===== src/rtl/alu_cc_unit_if.sv =====
// ----------------------------------------------------------------------------
// alu_cc_unit_if
// Purpose : Bundles the request/response handshake, operands, result and
//           condition-code signals of alu_cc_unit into one interface.
// Signals : in_valid/in_ready  request handshake (accepted when both high)
//           opcode, a, b        operation select and operands
//           set_cc              update condition codes with this op's flags
//           out_valid, result   one-cycle completion pulse and held result
//           cc                  condition codes {Z,N,C,V}
//           cc_wr, cc_din       external condition-code load
// Modports: master drives requests (register-file side / bench),
//           slave is the ALU itself.
// ----------------------------------------------------------------------------
interface alu_cc_unit_if #(
    parameter int WIDTH = 32
);
    logic             in_valid;
    logic             in_ready;
    logic [3:0]       opcode;
    logic [WIDTH-1:0] a;
    logic [WIDTH-1:0] b;
    logic             set_cc;
    logic             out_valid;
    logic [WIDTH-1:0] result;
    logic [3:0]       cc;
    logic             cc_wr;
    logic [3:0]       cc_din;

    modport master (
        output in_valid, opcode, a, b, set_cc, cc_wr, cc_din,
        input  in_ready, out_valid, result, cc
    );

    modport slave (
        input  in_valid, opcode, a, b, set_cc, cc_wr, cc_din,
        output in_ready, out_valid, result, cc
    );
endinterface


===== src/rtl/alu_cc_unit.sv =====
// ----------------------------------------------------------------------------
// alu_cc_unit
// Purpose : Integer ALU with a built-in condition-code register {Z,N,C,V}
//           and a one-bit-per-cycle shifter. One operation is accepted per
//           handshake; the result is registered and announced by a one-cycle
//           out_valid pulse.
// Ports   : Clk  - clock, all state changes on the rising edge
//           Clr  - synchronous active-high reset, overrides everything
//           bus  - alu_cc_unit_if.slave (handshake, operands, result, cc)
// Latency : 1 cycle for non-shift ops and shifts by 0, n+1 cycles for a
//           shift by n >= 1.
// ----------------------------------------------------------------------------
module alu_cc_unit #(
    parameter int WIDTH = 32
) (
    input  logic         Clk,
    input  logic         Clr,
    alu_cc_unit_if.slave bus
);
    localparam int SHAMT_W = $clog2(WIDTH);

    typedef enum logic [1:0] {
        IDLE  = 2'd0,
        SHIFT = 2'd1,
        DONE  = 2'd2
    } state_e;

    typedef enum logic [3:0] {
        OP_ADD  = 4'b0000,
        OP_ADDX = 4'b0001,
        OP_SUB  = 4'b0010,
        OP_SUBX = 4'b0011,
        OP_AND  = 4'b0100,
        OP_OR   = 4'b0101,
        OP_XOR  = 4'b0110,
        OP_XNOR = 4'b0111,
        OP_ANDN = 4'b1000,
        OP_ORN  = 4'b1001,
        OP_SLL  = 4'b1010,
        OP_SRL  = 4'b1011,
        OP_SRA  = 4'b1100,
        OP_PSA  = 4'b1101,
        OP_PSB  = 4'b1110,
        OP_NOTB = 4'b1111
    } opcode_e;

    state_e               state_q,  state_d;
    logic [WIDTH-1:0]     result_q, result_d;
    logic [3:0]           cc_q,     cc_d;
    logic [WIDTH-1:0]     work_q,   work_d;
    logic [SHAMT_W-1:0]   shCnt_q,  shCnt_d;
    opcode_e              shOp_q,   shOp_d;
    logic                 setCc_q,  setCc_d;

    opcode_e              reqOp;
    logic                 cinBit;
    logic [WIDTH:0]       addSum;
    logic [WIDTH:0]       subDiff;
    logic [WIDTH-1:0]     aluRes;
    logic                 aluC;
    logic                 aluV;
    logic [3:0]           aluFlags;
    logic                 isShift;
    logic [SHAMT_W-1:0]   shAmt;
    logic [WIDTH-1:0]     workShifted;

    assign reqOp = opcode_e'(bus.opcode);
    assign shAmt = bus.b[SHAMT_W-1:0];

    // The extended ops take their carry from the stored C bit as it stands
    // before this edge, so a simultaneous cc_wr cannot leak into the sum.
    assign cinBit  = ((reqOp == OP_ADDX) || (reqOp == OP_SUBX)) ? cc_q[1] : 1'b0;
    assign addSum  = {1'b0, bus.a} + {1'b0, bus.b} + {{WIDTH{1'b0}}, cinBit};
    assign subDiff = {1'b0, bus.a} - {1'b0, bus.b} - {{WIDTH{1'b0}}, cinBit};
    assign isShift = (reqOp == OP_SLL) || (reqOp == OP_SRL) || (reqOp == OP_SRA);

    // Single-cycle datapath used at acceptance. A shift only reaches this
    // path with a zero amount, in which case it simply returns A.
    // The top bit of subDiff is the borrow, since the operands are
    // zero-extended before subtracting.
    always_comb begin
        aluRes = '0;
        aluC   = 1'b0;
        aluV   = 1'b0;
        unique case (reqOp)
            OP_ADD, OP_ADDX: begin
                aluRes = addSum[WIDTH-1:0];
                aluC   = addSum[WIDTH];
                aluV   = (bus.a[WIDTH-1] == bus.b[WIDTH-1]) &&
                         (addSum[WIDTH-1] != bus.a[WIDTH-1]);
            end
            OP_SUB, OP_SUBX: begin
                aluRes = subDiff[WIDTH-1:0];
                aluC   = subDiff[WIDTH];
                aluV   = (bus.a[WIDTH-1] != bus.b[WIDTH-1]) &&
                         (subDiff[WIDTH-1] != bus.a[WIDTH-1]);
            end
            OP_AND:  aluRes = bus.a & bus.b;
            OP_OR:   aluRes = bus.a | bus.b;
            OP_XOR:  aluRes = bus.a ^ bus.b;
            OP_XNOR: aluRes = ~(bus.a ^ bus.b);
            OP_ANDN: aluRes = bus.a & ~bus.b;
            OP_ORN:  aluRes = bus.a | ~bus.b;
            OP_SLL, OP_SRL, OP_SRA, OP_PSA: aluRes = bus.a;
            OP_PSB:  aluRes = bus.b;
            OP_NOTB: aluRes = ~bus.b;
            default: aluRes = '0;
        endcase
        aluFlags = {(aluRes == '0), aluRes[WIDTH-1], aluC, aluV};
    end

    // One-bit step of the iterative shifter, direction chosen by the
    // opcode latched at acceptance.
    always_comb begin
        unique case (shOp_q)
            OP_SLL:  workShifted = work_q << 1;
            OP_SRL:  workShifted = work_q >> 1;
            default: workShifted = {work_q[WIDTH-1], work_q[WIDTH-1:1]};
        endcase
    end

    // Next-state and datapath update. Defaults hold every register; the
    // external cc load is applied last so it wins over any ALU flag update.
    always_comb begin
        state_d  = state_q;
        result_d = result_q;
        cc_d     = cc_q;
        work_d   = work_q;
        shCnt_d  = shCnt_q;
        shOp_d   = shOp_q;
        setCc_d  = setCc_q;
        unique case (state_q)
            IDLE: begin
                if (bus.in_valid) begin
                    if (isShift && (shAmt != '0)) begin
                        work_d  = bus.a;
                        shCnt_d = shAmt;
                        shOp_d  = reqOp;
                        setCc_d = bus.set_cc;
                        state_d = SHIFT;
                    end else begin
                        result_d = aluRes;
                        if (bus.set_cc) begin
                            cc_d = aluFlags;
                        end
                        state_d = DONE;
                    end
                end
            end
            SHIFT: begin
                work_d  = workShifted;
                shCnt_d = shCnt_q - SHAMT_W'(1);
                if (shCnt_q == SHAMT_W'(1)) begin
                    result_d = workShifted;
                    if (setCc_q) begin
                        cc_d = {(workShifted == '0), workShifted[WIDTH-1], 2'b00};
                    end
                    state_d = DONE;
                end
            end
            DONE: begin
                state_d = IDLE;
            end
            default: begin
                state_d = IDLE;
            end
        endcase
        if (bus.cc_wr) begin
            cc_d = bus.cc_din;
        end
    end

    // State register; Clr drops any in-flight operation without completing.
    always_ff @(posedge Clk) begin
        if (Clr) begin
            state_q  <= IDLE;
            result_q <= '0;
            cc_q     <= 4'b0000;
            work_q   <= '0;
            shCnt_q  <= '0;
            shOp_q   <= OP_SLL;
            setCc_q  <= 1'b0;
        end else begin
            state_q  <= state_d;
            result_q <= result_d;
            cc_q     <= cc_d;
            work_q   <= work_d;
            shCnt_q  <= shCnt_d;
            shOp_q   <= shOp_d;
            setCc_q  <= setCc_d;
        end
    end

    assign bus.in_ready  = (state_q == IDLE);
    assign bus.out_valid = (state_q == DONE);
    assign bus.result    = result_q;
    assign bus.cc        = cc_q;

endmodule


===== src/flat_wrapper.sv =====
// flat-port wrapper written by rule: the top's interface ports become plain ports
module alu_cc_unit_flat 
#(
    parameter int WIDTH = 32
)
  (Clk, Clr, bus_in_valid, bus_opcode, bus_a, bus_b, bus_set_cc, bus_cc_wr, bus_cc_din, bus_in_ready, bus_out_valid, bus_result, bus_cc);
  alu_cc_unit_if #(.WIDTH(WIDTH)) bus_i ();
  input  logic Clk;
  input  logic Clr;
  input wire logic [$bits(bus_i.in_valid)-1:0] bus_in_valid;
  input wire logic [$bits(bus_i.opcode)-1:0] bus_opcode;
  input wire logic [$bits(bus_i.a)-1:0] bus_a;
  input wire logic [$bits(bus_i.b)-1:0] bus_b;
  input wire logic [$bits(bus_i.set_cc)-1:0] bus_set_cc;
  input wire logic [$bits(bus_i.cc_wr)-1:0] bus_cc_wr;
  input wire logic [$bits(bus_i.cc_din)-1:0] bus_cc_din;
  output wire logic [$bits(bus_i.in_ready)-1:0] bus_in_ready;
  output wire logic [$bits(bus_i.out_valid)-1:0] bus_out_valid;
  output wire logic [$bits(bus_i.result)-1:0] bus_result;
  output wire logic [$bits(bus_i.cc)-1:0] bus_cc;
  assign bus_i.in_valid = bus_in_valid;
  assign bus_i.opcode = bus_opcode;
  assign bus_i.a = bus_a;
  assign bus_i.b = bus_b;
  assign bus_i.set_cc = bus_set_cc;
  assign bus_i.cc_wr = bus_cc_wr;
  assign bus_i.cc_din = bus_cc_din;
  assign bus_in_ready = bus_i.in_ready;
  assign bus_out_valid = bus_i.out_valid;
  assign bus_result = bus_i.result;
  assign bus_cc = bus_i.cc;
  alu_cc_unit #(.WIDTH(WIDTH)) u_core (.Clk(Clk), .Clr(Clr), .bus(bus_i));
endmodule

===== config.mk =====
export PLATFORM = sky130hd
export DESIGN_NAME = alu_cc_unit_flat
export DESIGN_NICKNAME = d
export VERILOG_FILES = /design/src/rtl/alu_cc_unit_if.sv /design/src/rtl/alu_cc_unit.sv /design/src/flat_wrapper.sv
export SDC_FILE = /design/constraint.sdc
export NUM_CORES = 1
export LEC_CHECK = 0
export CAP_MARGIN = 10
export CORE_ASPECT_RATIO = 0.8
export CORE_MARGIN = 4
export CORE_UTILIZATION = 44
export CTS_CLUSTER_DIAMETER = 120
export DETAILED_ROUTE_END_ITERATION = 6
export DONT_BUFFER_PORTS = 1
export PLACE_DENSITY = 0.61
export SYNTH_ARGS = -nofsm -noshare
export SYNTH_HDL_FRONTEND = slang
export SYNTH_SLANG_ARGS = --single-unit

===== constraint.sdc =====
create_clock -name Clk -period 5.8 [get_ports Clk]
set_clock_uncertainty 0.05 [all_clocks]
set_input_delay 0.29 -clock Clk [delete_from_list [all_inputs] [get_ports Clk]]
set_output_delay 0.29 -clock Clk [all_outputs]
set_load 0.02 [all_outputs]

Yosys cells after proc, flatten, opt, wreduce, memory -nomap -nowiden
Cells that the tools add are included.
{"block": "word_totals", "register_bits": 80, "input_bits": 77, "out_inout_bits": 38}
{"block": "op_classes", "n_addsub": 5, "eq_ne": 33, "mux": 26, "bitwise_logic": 7, "n_reduce_logical": 21}
{"operator": "32-bit case mux with 11 select lines", "count": 1}
{"operator": "32-bit case mux with 2 select lines", "count": 3}
{"operator": "32-bit 2-to-1 mux", "count": 5}
{"operator": "32-bit AND", "count": 2}
{"operator": "32-bit logical NOT", "count": 2}
{"operator": "32-bit inverter", "count": 2}
{"operator": "32-bit OR", "count": 2}
{"operator": "4-bit equality test (second input constant)", "count": 10}
{"operator": "32-bit by 32-bit adder with 33-bit output", "count": 1}
{"operator": "33-bit by 1-bit adder with 33-bit output", "count": 1}
{"operator": "32-bit by 32-bit subtractor with 33-bit output", "count": 1}
{"operator": "33-bit by 1-bit subtractor with 33-bit output", "count": 1}
{"operator": "32-bit XOR", "count": 1}
{"operator": "4-bit 2-to-1 mux", "count": 6}
{"operator": "4-bit by 3-bit equality test with 1-bit output (second input constant)", "count": 4}
{"operator": "5-bit 2-to-1 mux", "count": 2}
{"operator": "5-bit case mux with 2 select lines", "count": 1}
{"operator": "3-bit inequality test (second input constant)", "count": 3}
{"operator": "4-bit by 2-bit equality test with 1-bit output (second input constant)", "count": 2}
{"operator": "4-bit case mux with 2 select lines", "count": 1}
{"operator": "2-bit 2-to-1 mux", "count": 3}
{"operator": "3-bit by 2-bit inequality test with 1-bit output (second input constant)", "count": 2}
{"operator": "3-bit AND reduction", "count": 2}
{"operator": "6-bit AND reduction", "count": 1}
{"operator": "23 further kinds", "count": 33}

Longest topological paths before layout
Gate-level depths: netlist of the first run.
{"block": "logic_depth", "ltp_word": 12, "depth_mapped": 20, "ltp_nobuf": 19}

Worst setup path after synthesis of the first run
No wires, ideal clock.
{"block": "synth_timing", "path_type": "input port to flip-flop", "from": "input bus_opcode[2]", "to": "register u_core.cc_q[3] (netlist: u_core.bus.cc[3])", "arrival_ps": 5045, "path_slack_ps": 646, "cell_stages": 20, "cell_sequence": "buf_2 clkinv_1 clkbuf_1 nand3_1 fa_1 inv_1 ha_1 or2_2 fa_1 nand2b_1 a2111oi_4 nor3_1 or2_2 mux2i_1 a221oi_1 o2111ai_1 nor4_1 nand4b_1 or4_1 nand2_1"}
{"block": "synth_between", "elab_chain_cells": 11, "elab_cells_between_ends": 35}
{"item": "from (decl)", "line_no": "flat_wrapper.sv:11", "rtl": "input wire logic [$bits(bus_i.opcode)-1:0] bus_opcode;"}
{"item": "4-bit by 1-bit equality test with 1-bit output / 4-bit by 2-bit equality test with 1-bit output (equally long branches)", "line_no": "alu_cc_unit.sv:72, alu_cc_unit.sv:85"}
{"item": "1-bit logical OR", "line_no": "alu_cc_unit.sv:72", "rtl": "assign cinBit = ((reqOp == OP_ADDX) || (reqOp == OP_SUBX)) ? cc_q[1] : 1'b0;"}
{"item": "1-bit 2-to-1 mux", "line_no": "alu_cc_unit.sv:72"}
{"item": "33-bit by 1-bit subtractor with 33-bit output / 33-bit by 1-bit adder with 33-bit output (equally long branches)", "line_no": "alu_cc_unit.sv:74, alu_cc_unit.sv:73"}
{"item": "32-bit case mux with 11 select lines", "line_no": "alu_cc_unit.sv:85", "rtl": "unique case (reqOp)"}
{"item": "32-bit logical NOT", "line_no": "alu_cc_unit.sv:109", "rtl": "aluFlags = {(aluRes == '0), aluRes[WIDTH-1], aluC, aluV};"}
{"item": "4-bit 2-to-1 mux", "line_no": "alu_cc_unit.sv:143", "rtl": "if (bus.set_cc) begin"}
{"item": "4-bit 2-to-1 mux", "line_no": "alu_cc_unit.sv:135", "rtl": "if (isShift && (shAmt != '0)) begin"}
{"item": "4-bit 2-to-1 mux", "line_no": "alu_cc_unit.sv:134", "rtl": "if (bus.in_valid) begin"}
{"item": "4-bit case mux with 2 select lines", "line_no": "alu_cc_unit.sv:132", "rtl": "unique case (state_q)"}
{"item": "4-bit 2-to-1 mux", "line_no": "alu_cc_unit.sv:168", "rtl": "if (bus.cc_wr) begin"}
{"item": "to (signal assigned)", "line_no": "alu_cc_unit.sv:178", "rtl": "cc_q <= 4'b0000;"}
{"item": "to (signal assigned)", "line_no": "alu_cc_unit.sv:186", "rtl": "cc_q <= cc_d;"}
{"item": "to (decl)", "line_no": "alu_cc_unit.sv:49", "rtl": "logic [3:0] cc_q, cc_d;"}
Parallel ways exist; a longest one is shown, timed or not. The select of a mux whose other input is x is not followed.
A chain may end at the register's enable or synchronous reset.

Worst setup path in the final report of the first run
{"block": "layout_timing", "from": "register u_core.cc_q[1] (netlist: u_core.bus.cc[1])", "to": "register u_core.cc_q[3] (netlist: u_core.bus.cc[3])"}
{"block": "layout_between", "elab_chain_cells": 9, "elab_cells_between_ends": 10}
{"item": "1-bit 2-to-1 mux (*)", "line_no": "alu_cc_unit.sv:72"}
{"item": "33-bit by 1-bit subtractor with 33-bit output / 33-bit by 1-bit adder with 33-bit output (equally long branches)", "line_no": "alu_cc_unit.sv:74, alu_cc_unit.sv:73"}
{"item": "32-bit case mux with 11 select lines (*)", "line_no": "alu_cc_unit.sv:85"}
{"item": "32-bit logical NOT (*)", "line_no": "alu_cc_unit.sv:109"}
{"item": "4-bit 2-to-1 mux (*)", "line_no": "alu_cc_unit.sv:143"}
{"item": "4-bit 2-to-1 mux (*)", "line_no": "alu_cc_unit.sv:135"}
{"item": "4-bit 2-to-1 mux (*)", "line_no": "alu_cc_unit.sv:134"}
{"item": "4-bit case mux with 2 select lines (*)", "line_no": "alu_cc_unit.sv:132"}
{"item": "4-bit 2-to-1 mux (*)", "line_no": "alu_cc_unit.sv:168"}
Mark *: on every way between the ends. The rest lies on a longest branch, timed or not. The select of a mux whose other input is x is not followed.

==> flow_summary_export.csv, run 1 <==
group,metric,value,unit
status,status,"complete, no violations",
sta,setup_violations,0,
setup_path,start_kind,"flop",
layout,design_area,12000,sq um
layout,drive_gt1_share,4.31,%
floorplanning,core_area,25600,sq um
min_path,min_from,"bus_cc_wr",
drt,drtAntennaViolNets,0,
sta,finalCritPeriodShare,92.2,%
global_route,grt_max_degree,98,
drt,viasPerCell,6.60,
cts,cts_sinks,80,
yosys,syn-instance-count,1760,
power_and_ir_drop,power,0.00237,W
floorplanning,die_h,153,um
drt,vias,13360,
setup_path,crit_path_end_kind,"flop",
cts,clock_latency,0.34,ns
yosys,syn_avg_cell_area,6.56,sq um
yosys,synth_fp_nets,1937,
layout,n_fill_cell,2702,
layout,final_cell_mix,"nand2_1, a21oi_1, nor2_1, inv_1, o21ai_0",
floorplanning,start_util,45.1,%
place,gp_congestion,1.03,
global_route,grt_pass1_vias,11686,
yosys,synth_edf_count,0,
floorplanning,die_w,189,um
sta,hold_viol,0,
layout,final_util,46.9,%
cts,cts-root-buf,"clkbuf_16",
cts,cts.htree.levels,3,
global_route,antenna_found_initial,0,
setup_path,reg2reg_depth,17,
flow_run,drv_cap,0,
yosys,syn_area,11500,sq um
sta,max_freq,187,MHz
setup_path,timing.rr.start,"u_core.bus.cc[1]$_SDFFE_PP0P_",
min_path,whs_path_depth,1,
sta,maxSlewViolCount,0,
sta,max-slew-margin-rel,11.0,%
drt,drtIter0Drc,1964,
min_path,hold_path.class,"in -> reg",
cts,clockBufferDepth,2,
global_route,grt_usage,31.5,%
layout,fin_nets,1843,
cts,post_cts_buffers,0,
layout,area_delta_synth_final,4.00,%
yosys,synthArstFlopShare,0,%
setup_path,cp_max_fo,6,
floorplanning,die_area,28900,sq um
cts,cts_made_buffers,9,
place,detailed_place.area,11700,sq um
place,io_buffers,0,
floorplanning,ios,115,
yosys,yosysSeqAreaShare,13.9,%
setup_path,rrSetupSlack,0.45,ns
yosys,ys_seq_elements,80,
place,hpwl,35400,um
cts,cts_tree,"yes",
sta,rsz0062_at_grt,"false",
drt,routedWlPerCell,23.7,um
setup_path,path_class,"reg -> reg",
drt,dr.pass1.iters,6,
sta,worst_pin_slew,1.33,ns
power_and_ir_drop,ir_worst_vdd,0.159,mV
floorplanning,placementRows,52,
setup_path,regToRegEndpoint,"u_core.bus.cc[3]$_SDFFE_PP0P_",
sta,period_needed,5.35,ns
setup_path,crit_required,6.03,ns
cts,clk_pin_slew_worst_paths,0.07,ns
drt,drc,0,
setup_path,cp_data_arrival_time,5.58,ns
min_path,hold_end,"u_core.bus.cc[2]$_SDFFE_PP0P_",
yosys,synth_flop_cell,"dfxtp_1",
global_route,overflow,0,
power_and_ir_drop,power_density,198,nW/um^2
layout,final_common_cell,"nand2_1",
global_route,grt_pass1_wl,72800,um
yosys,synth_cell_type_count,81,
power_and_ir_drop,p_leak,4.66,nW
drt,wirelength,47900,um
sta,fin_setup_tns,0,ns
yosys,ys_warn_count,0,
final cells by class:
class                   instances  area [sq um]  area share (%)
inverters                     125           469            3.91
well taps                     351           439            3.66
diodes                          1          2.50          0.0208
clock inverters                 6          67.6           0.563
clock buffers                  10           229            1.91
multi-input cells            1426          8990            74.9
repair buffers                 24           203            1.69
flip-flops and latches         80          1600            13.3
stage by stage:
step | hold WS, ns | cells | setup WS, ns
after CTS | 0.00338 | 2022 | 0.497
after global placement | 0.317 | 2004 | 0.414
after detailed placement | 0.319 | 2004 | 0.344
after global routing | 0.0115 | 2022 | 0.166
after floorplan | 0.366 | 1760 | 0.646
final | 0.0137 | 2023 | 0.450
timing repair:
item | in CTS | in global routing
resized for setup | 0 | 0
hold endpoints to repair | 74 | 0
hold buffers | 2 | 0
power breakdown:
part	switching (W)	leakage [nW]	total, W	internal (W)
Sequential	0.0000697	0.654	0.000662	0.000592
Combinational	0.000721	3.87	0.00113	0.000412
Clock	0.000241	0.139	0.000577	0.000335
Total	0.00103	4.66	0.00237	0.00134
registers in the layout, indices dropped and copies added (netlist names):
| register | cells |
|---|---|
| u_core.shOp_q | 4 |
| u_core.bus.result | 32 |
| u_core.work_q | 32 |
| u_core.setCc_q | 1 |
| u_core.shCnt_q | 5 |
| u_core.bus.cc | 4 |
| u_core.state_q | 2 |
synth_stat cells, types with 18 or more instances:
| master | number | share of area (%) |
|---|---|---|
| a21o_1 | 21 | 1.4 |
| nand2_1 | 228 | 7.4 |
| ha_1 | 96 | 10 |
| xnor2_1 | 43 | 3.3 |
| dfxtp_1 | 80 | 14 |
| nor4_1 | 18 | 0.98 |
| nand3_1 | 64 | 2.8 |
| clkbuf_1 | 98 | 3.2 |
| nor2_1 | 150 | 4.9 |
| a211oi_1 | 26 | 1.7 |
| nor2b_1 | 19 | 1.0 |
| a221oi_1 | 21 | 1.6 |
| nor3_1 | 40 | 1.7 |
| mux2i_1 | 26 | 2.3 |
| o211ai_1 | 65 | 4.2 |
| buf_1 | 21 | 0.68 |
| a21oi_1 | 206 | 8.9 |
| o21ai_0 | 122 | 5.3 |
| inv_1 | 123 | 4.0 |
cells by family after synthesis:
| family | after synthesis | synth area share, % |
|---|---|---|
| AO/OA/AOI/OAI | 621 | 35.0 |
| XOR/XNOR | 51 | 3.94 |
| adder cells (fa/ha/maj) | 101 | 11.2 |
| buffers and inverters | 254 | 8.42 |
| flip-flops | 80 | 13.9 |
| multiplexers | 27 | 2.35 |
| AND/OR/NAND/NOR | 626 | 25.2 |
worst max-delay path, cell delays in order (launching register included):
cell,delay (ns)
dfxtp_1,0.34
nand3_1,0.13
fa_1,0.53
inv_1,0.05
ha_1,0.20
or2_2,0.31
fa_1,0.42
nand2b_1,0.23
a2111oi_4,0.56
nor3_1,0.14
or2_2,0.34
mux2i_1,0.12
a221oi_1,0.39
o2111ai_1,0.16
nor4_1,0.50
nand4b_1,0.19
or4_1,0.53
nand2_1,0.08
worst max-delay path by stage:
stage / depth (start not counted) / to / startpoint
CTS: 17 / u_core.bus.cc[3]$_SDFFE_PP0P_ / u_core.bus.cc[1]$_SDFFE_PP0P_
floorplan: 20 / u_core.bus.cc[3]$_SDFFE_PP0P_ / bus_opcode[2]
global route: 17 / u_core.bus.cc[3]$_SDFFE_PP0P_ / u_core.bus.cc[1]$_SDFFE_PP0P_
finish: 17 / u_core.bus.cc[3]$_SDFFE_PP0P_ / u_core.bus.cc[1]$_SDFFE_PP0P_
detailed placement: 19 / u_core.bus.cc[3]$_SDFFE_PP0P_ / bus_opcode[0]
global placement: 19 / u_core.bus.cc[3]$_SDFFE_PP0P_ / bus_opcode[0]
routing by layer:
layer / wire length [um] / GRT usage, % / vias up / part of all wire (%)
met3: 6670 / 9.71 / 78 / 14
met1: 20500 / 46.1 / 6255 / 43
li1: - / - / 6196 / -
met2: 19500 / 45.0 / 831 / 41
met5: 0 / 0 / - / 0
met4: 1240 / 7.63 / 0 / 2.6
Note: power is estimated with default switching activity, not from simulation.
==> run 2: changes to the inputs <==
--- a/config.mk
+++ b/config.mk
@@ -5,6 +5,7 @@
 export SDC_FILE = /design/constraint.sdc
 export NUM_CORES = 1
 export LEC_CHECK = 0
+export ABC_AREA = 1
 export CAP_MARGIN = 10
 export CORE_ASPECT_RATIO = 0.8
 export CORE_MARGIN = 4
==> run 2 against run 1 <==
Net effect:
- sequential power rose by 3.6%
- register-to-register slack better by 0.84 ns
- utilization grew 0.29 points
- fmax increased by 19%
- first-iteration DRC count fell by 6.2%
- sequential cell count is the same
- synthesized cell count increased by 19%
- routed wire length rose by 11%
- clock power up 9.5%
- via count increased by 4.7%
- critical path depth is 11 higher
==> flow_summary_export.csv, run 2 <==
group,metric,value,unit
cts,clockBufferDepth,2,
yosys,synth_edf_count,0,
sta,hold_slack,0.0499,ns
sta,max-slew-margin-rel,17.0,%
setup_path,cp_data_arrival_time,4.73,ns
sta,maxSlewViolCount,0,
cts,cts.htree.levels,3,
global_route,grt_usage,35.3,%
power_and_ir_drop,ir_worst_vdd,0.168,mV
floorplanning,core_area,25400,sq um
drt,vias,13987,
yosys,synth_top_cell_by_area,"nand2_1",
setup_path,cpMostUsedCell,"nand2_1",
setup_path,path_delay_family,"simple AND/OR/NAND/NOR gates",
floorplanning,die_w,188,um
floorplanning,placementRows,52,
drt,routed-wl-met3,5710,um
setup_path,reg2reg_depth,28,
setup_path,rrSetupSlack,1.29,ns
drt,topRoutingLayerUsed,"met4",
layout,drive_gt1_share,2.99,%
min_path,hold_end,"u_core.setCc_q$_SDFFE_PP0P_",
sta,period_needed,4.51,ns
yosys,synthTopCellsByArea,"nand2_1, dfxtp_1, inv_1, ha_1, o21ai_0",
global_route,antenna_found_initial,0,
sta,hold_viol,0,
global_route,grt_pass1_wl,77700,um
yosys,syn_avg_cell_area,5.43,sq um
place,detailed_place.area,11700,sq um
cts,cts_tree,"yes",
setup_path,crit_buf_inv,5,
status,status,"complete, no violations",
setup_path,crit_required,6.02,ns
yosys,yosysMostFrequentCell,"nand2_1",
setup_path,crit_path_end_kind,"flop",
layout,area_delta_synth_final,5.27,%
drt,wl_met2,22800,um
cts,cts-root-buf,"clkbuf_16",
cts,clk_pin_slew_worst_paths,0.06,ns
global_route,grt_pass1_vias,12289,
drt,drtIter0Drc,1843,
floorplanning,start_util,44.9,%
setup_path,timing.rr.start,"u_core.bus.cc[1]$_SDFFE_PP0P_",
power_and_ir_drop,p_leak,6.20,nW
setup_path,critical_path.max_stage_delay,0.53,ns
drt,dr.pass1.iters,6,
setup_path,cp_max_fo,5,
yosys,ys_warn_count,0,
setup_path,slowest_stage,"fa_1",
yosys,synth_flop_cell,"dfxtp_1",
floorplanning,die_area,28600,sq um
place,dp_slack,1.42,ns
sta,rsz0062_at_grt,"false",
min_path,hold_path.class,"in -> reg",
drt,wl_met1,22500,um
drt,wirelength,53100,um
sta,worst_pin_slew,1.24,ns
global_route,grt_max_degree,82,
sta,fin_setup_tns,0,ns
min_path,min_from,"bus_set_cc",
floorplanning,ios,115,
yosys,ys_seq_elements,80,
cts,clock_latency,0.34,ns
drt,drtAntennaViolNets,0,
yosys,synth.top_cells.by_count,"nand2_1, inv_1, nor2_1, o21ai_0, nand3_1",
yosys,synth_cell_type_count,42,
yosys,synthArstFlopShare,0,%
layout,fin_nets,2243,
yosys,syn_area,11400,sq um
drt,routedWlPerCell,21.9,um
drt,drc,0,
power_and_ir_drop,power_density,211,nW/um^2
layout,final_cell_mix,"nand2_1, inv_1, nor2_1, o21ai_0, nand3_1",
sta,finalCritPeriodShare,77.7,%
place,io_buffers,0,
floorplanning,die_h,152,um
drt,viasPerCell,5.77,
cts,cts_made_buffers,9,
yosys,syn-instance-count,2102,
sta,max_freq,222,MHz
global_route,overflow,0,
yosys,yosysSeqAreaShare,14.0,%
yosys,synth_fp_nets,2279,
cts,cts_resized,0,
layout,final_common_cell,"nand2_1",
place,gp_congestion,1.06,
place,hpwl,42600,um
layout,num_antenna_cells,0,
flow_run,drv_cap,0,
setup_path,regToRegEndpoint,"u_core.bus.cc[3]$_SDFFE_PP0P_",
sta,setup_violations,0,
setup_path,path_class,"reg -> reg",
min_path,whs_path_depth,2,
layout,design_area,12000,sq um
yosys,synth_top_area_share,21.1,%
setup_path,start_kind,"flop",
sta,timing.final.ws_setup,1.29,ns
cts,cts_sinks,80,
## run 2: cell count changes in the layout (fill, tap and decap cells not counted), sizes merged, moves of 41 or more
cell / previous run / this run
nand2: 228 / 647
o21ai: 123 / 168
a21oi: 206 / 134
nor2: 151 / 217
nand3: 64 / 154
o211ai: 65 / 10
inv: 124 / 341
xnor2: 44 / 3
## run 2: stage by stage
stage / instances / power, W / utilization (%)
6_report: 2422 / 0.00254 / 47.2
5_1_grt: 2422 / 0.00270 / 47.2
4_1_cts: 2422 / 0.00251 / 47.2
3_5_place_dp: 2405 / 0.00187 / 45.9
3_3_place_gp: 2405 / 0.00187 / 45.9
2_1_floorplan: 2102 / 0.00152 / -
## run 2: how the worst max path moves through the flow
stage                                   from                       endpoint  slack [ns]  cells past startpoint
2_1_floorplan                  bus_opcode[3]  u_core.bus.cc[1]$_SDFFE_PP0P_        2.09                     28
3_3_place_gp   u_core.bus.cc[1]$_SDFFE_PP0P_  u_core.bus.cc[3]$_SDFFE_PP0P_        1.50                     28
3_5_place_dp   u_core.bus.cc[1]$_SDFFE_PP0P_  u_core.bus.cc[3]$_SDFFE_PP0P_        1.42                     28
4_1_cts        u_core.bus.cc[1]$_SDFFE_PP0P_  u_core.bus.cc[3]$_SDFFE_PP0P_        1.40                     28
5_1_grt        u_core.bus.cc[1]$_SDFFE_PP0P_  u_core.bus.cc[3]$_SDFFE_PP0P_        0.85                     28
6_report       u_core.bus.cc[1]$_SDFFE_PP0P_  u_core.bus.cc[3]$_SDFFE_PP0P_        1.29                     28
## run 2: cell families after synthesis
group / after synthesis / share of synthesized area, %
DFF: 80 / 14.0
adders and majority gates: 100 / 11.2
buffers and inverters: 403 / 13.7
xor gates and xnor gates: 19 / 1.46
AOI/OAI and AO/OA: 400 / 19.7
and+or+nand+nor: 1100 / 39.9
## run 2: layer usage
metal	track usage [%]	vias up
met5	0	-
met4	12.1	0
met3	7.55	107
met2	54.8	784
met1	48.5	6363
li1	-	6733
## run 2: final cells by class
class / instances / area (sq um)
well taps: 351 / 439
clock inverters: 6 / 91.3
inverters: 343 / 1290
fillers: 2840 / 13400
flip-flops and latches: 80 / 1600
clock buffers: 10 / 239
multi-input cells: 1619 / 8250
repair buffers: 13 / 110
## run 2: repair_timing
| action | in CTS | in global routing |
|---|---|---|
| endpoints found under the hold margin | 31 | 0 |
| hold buffers | 1 | 0 |
| buffers inserted | 0 | 0 |
## run 2: power by group
part | internal (W) | switching, W
sequential | 0.000608 | 0.0000775
combinational | 0.000362 | 0.000858
clock | 0.000391 | 0.000240
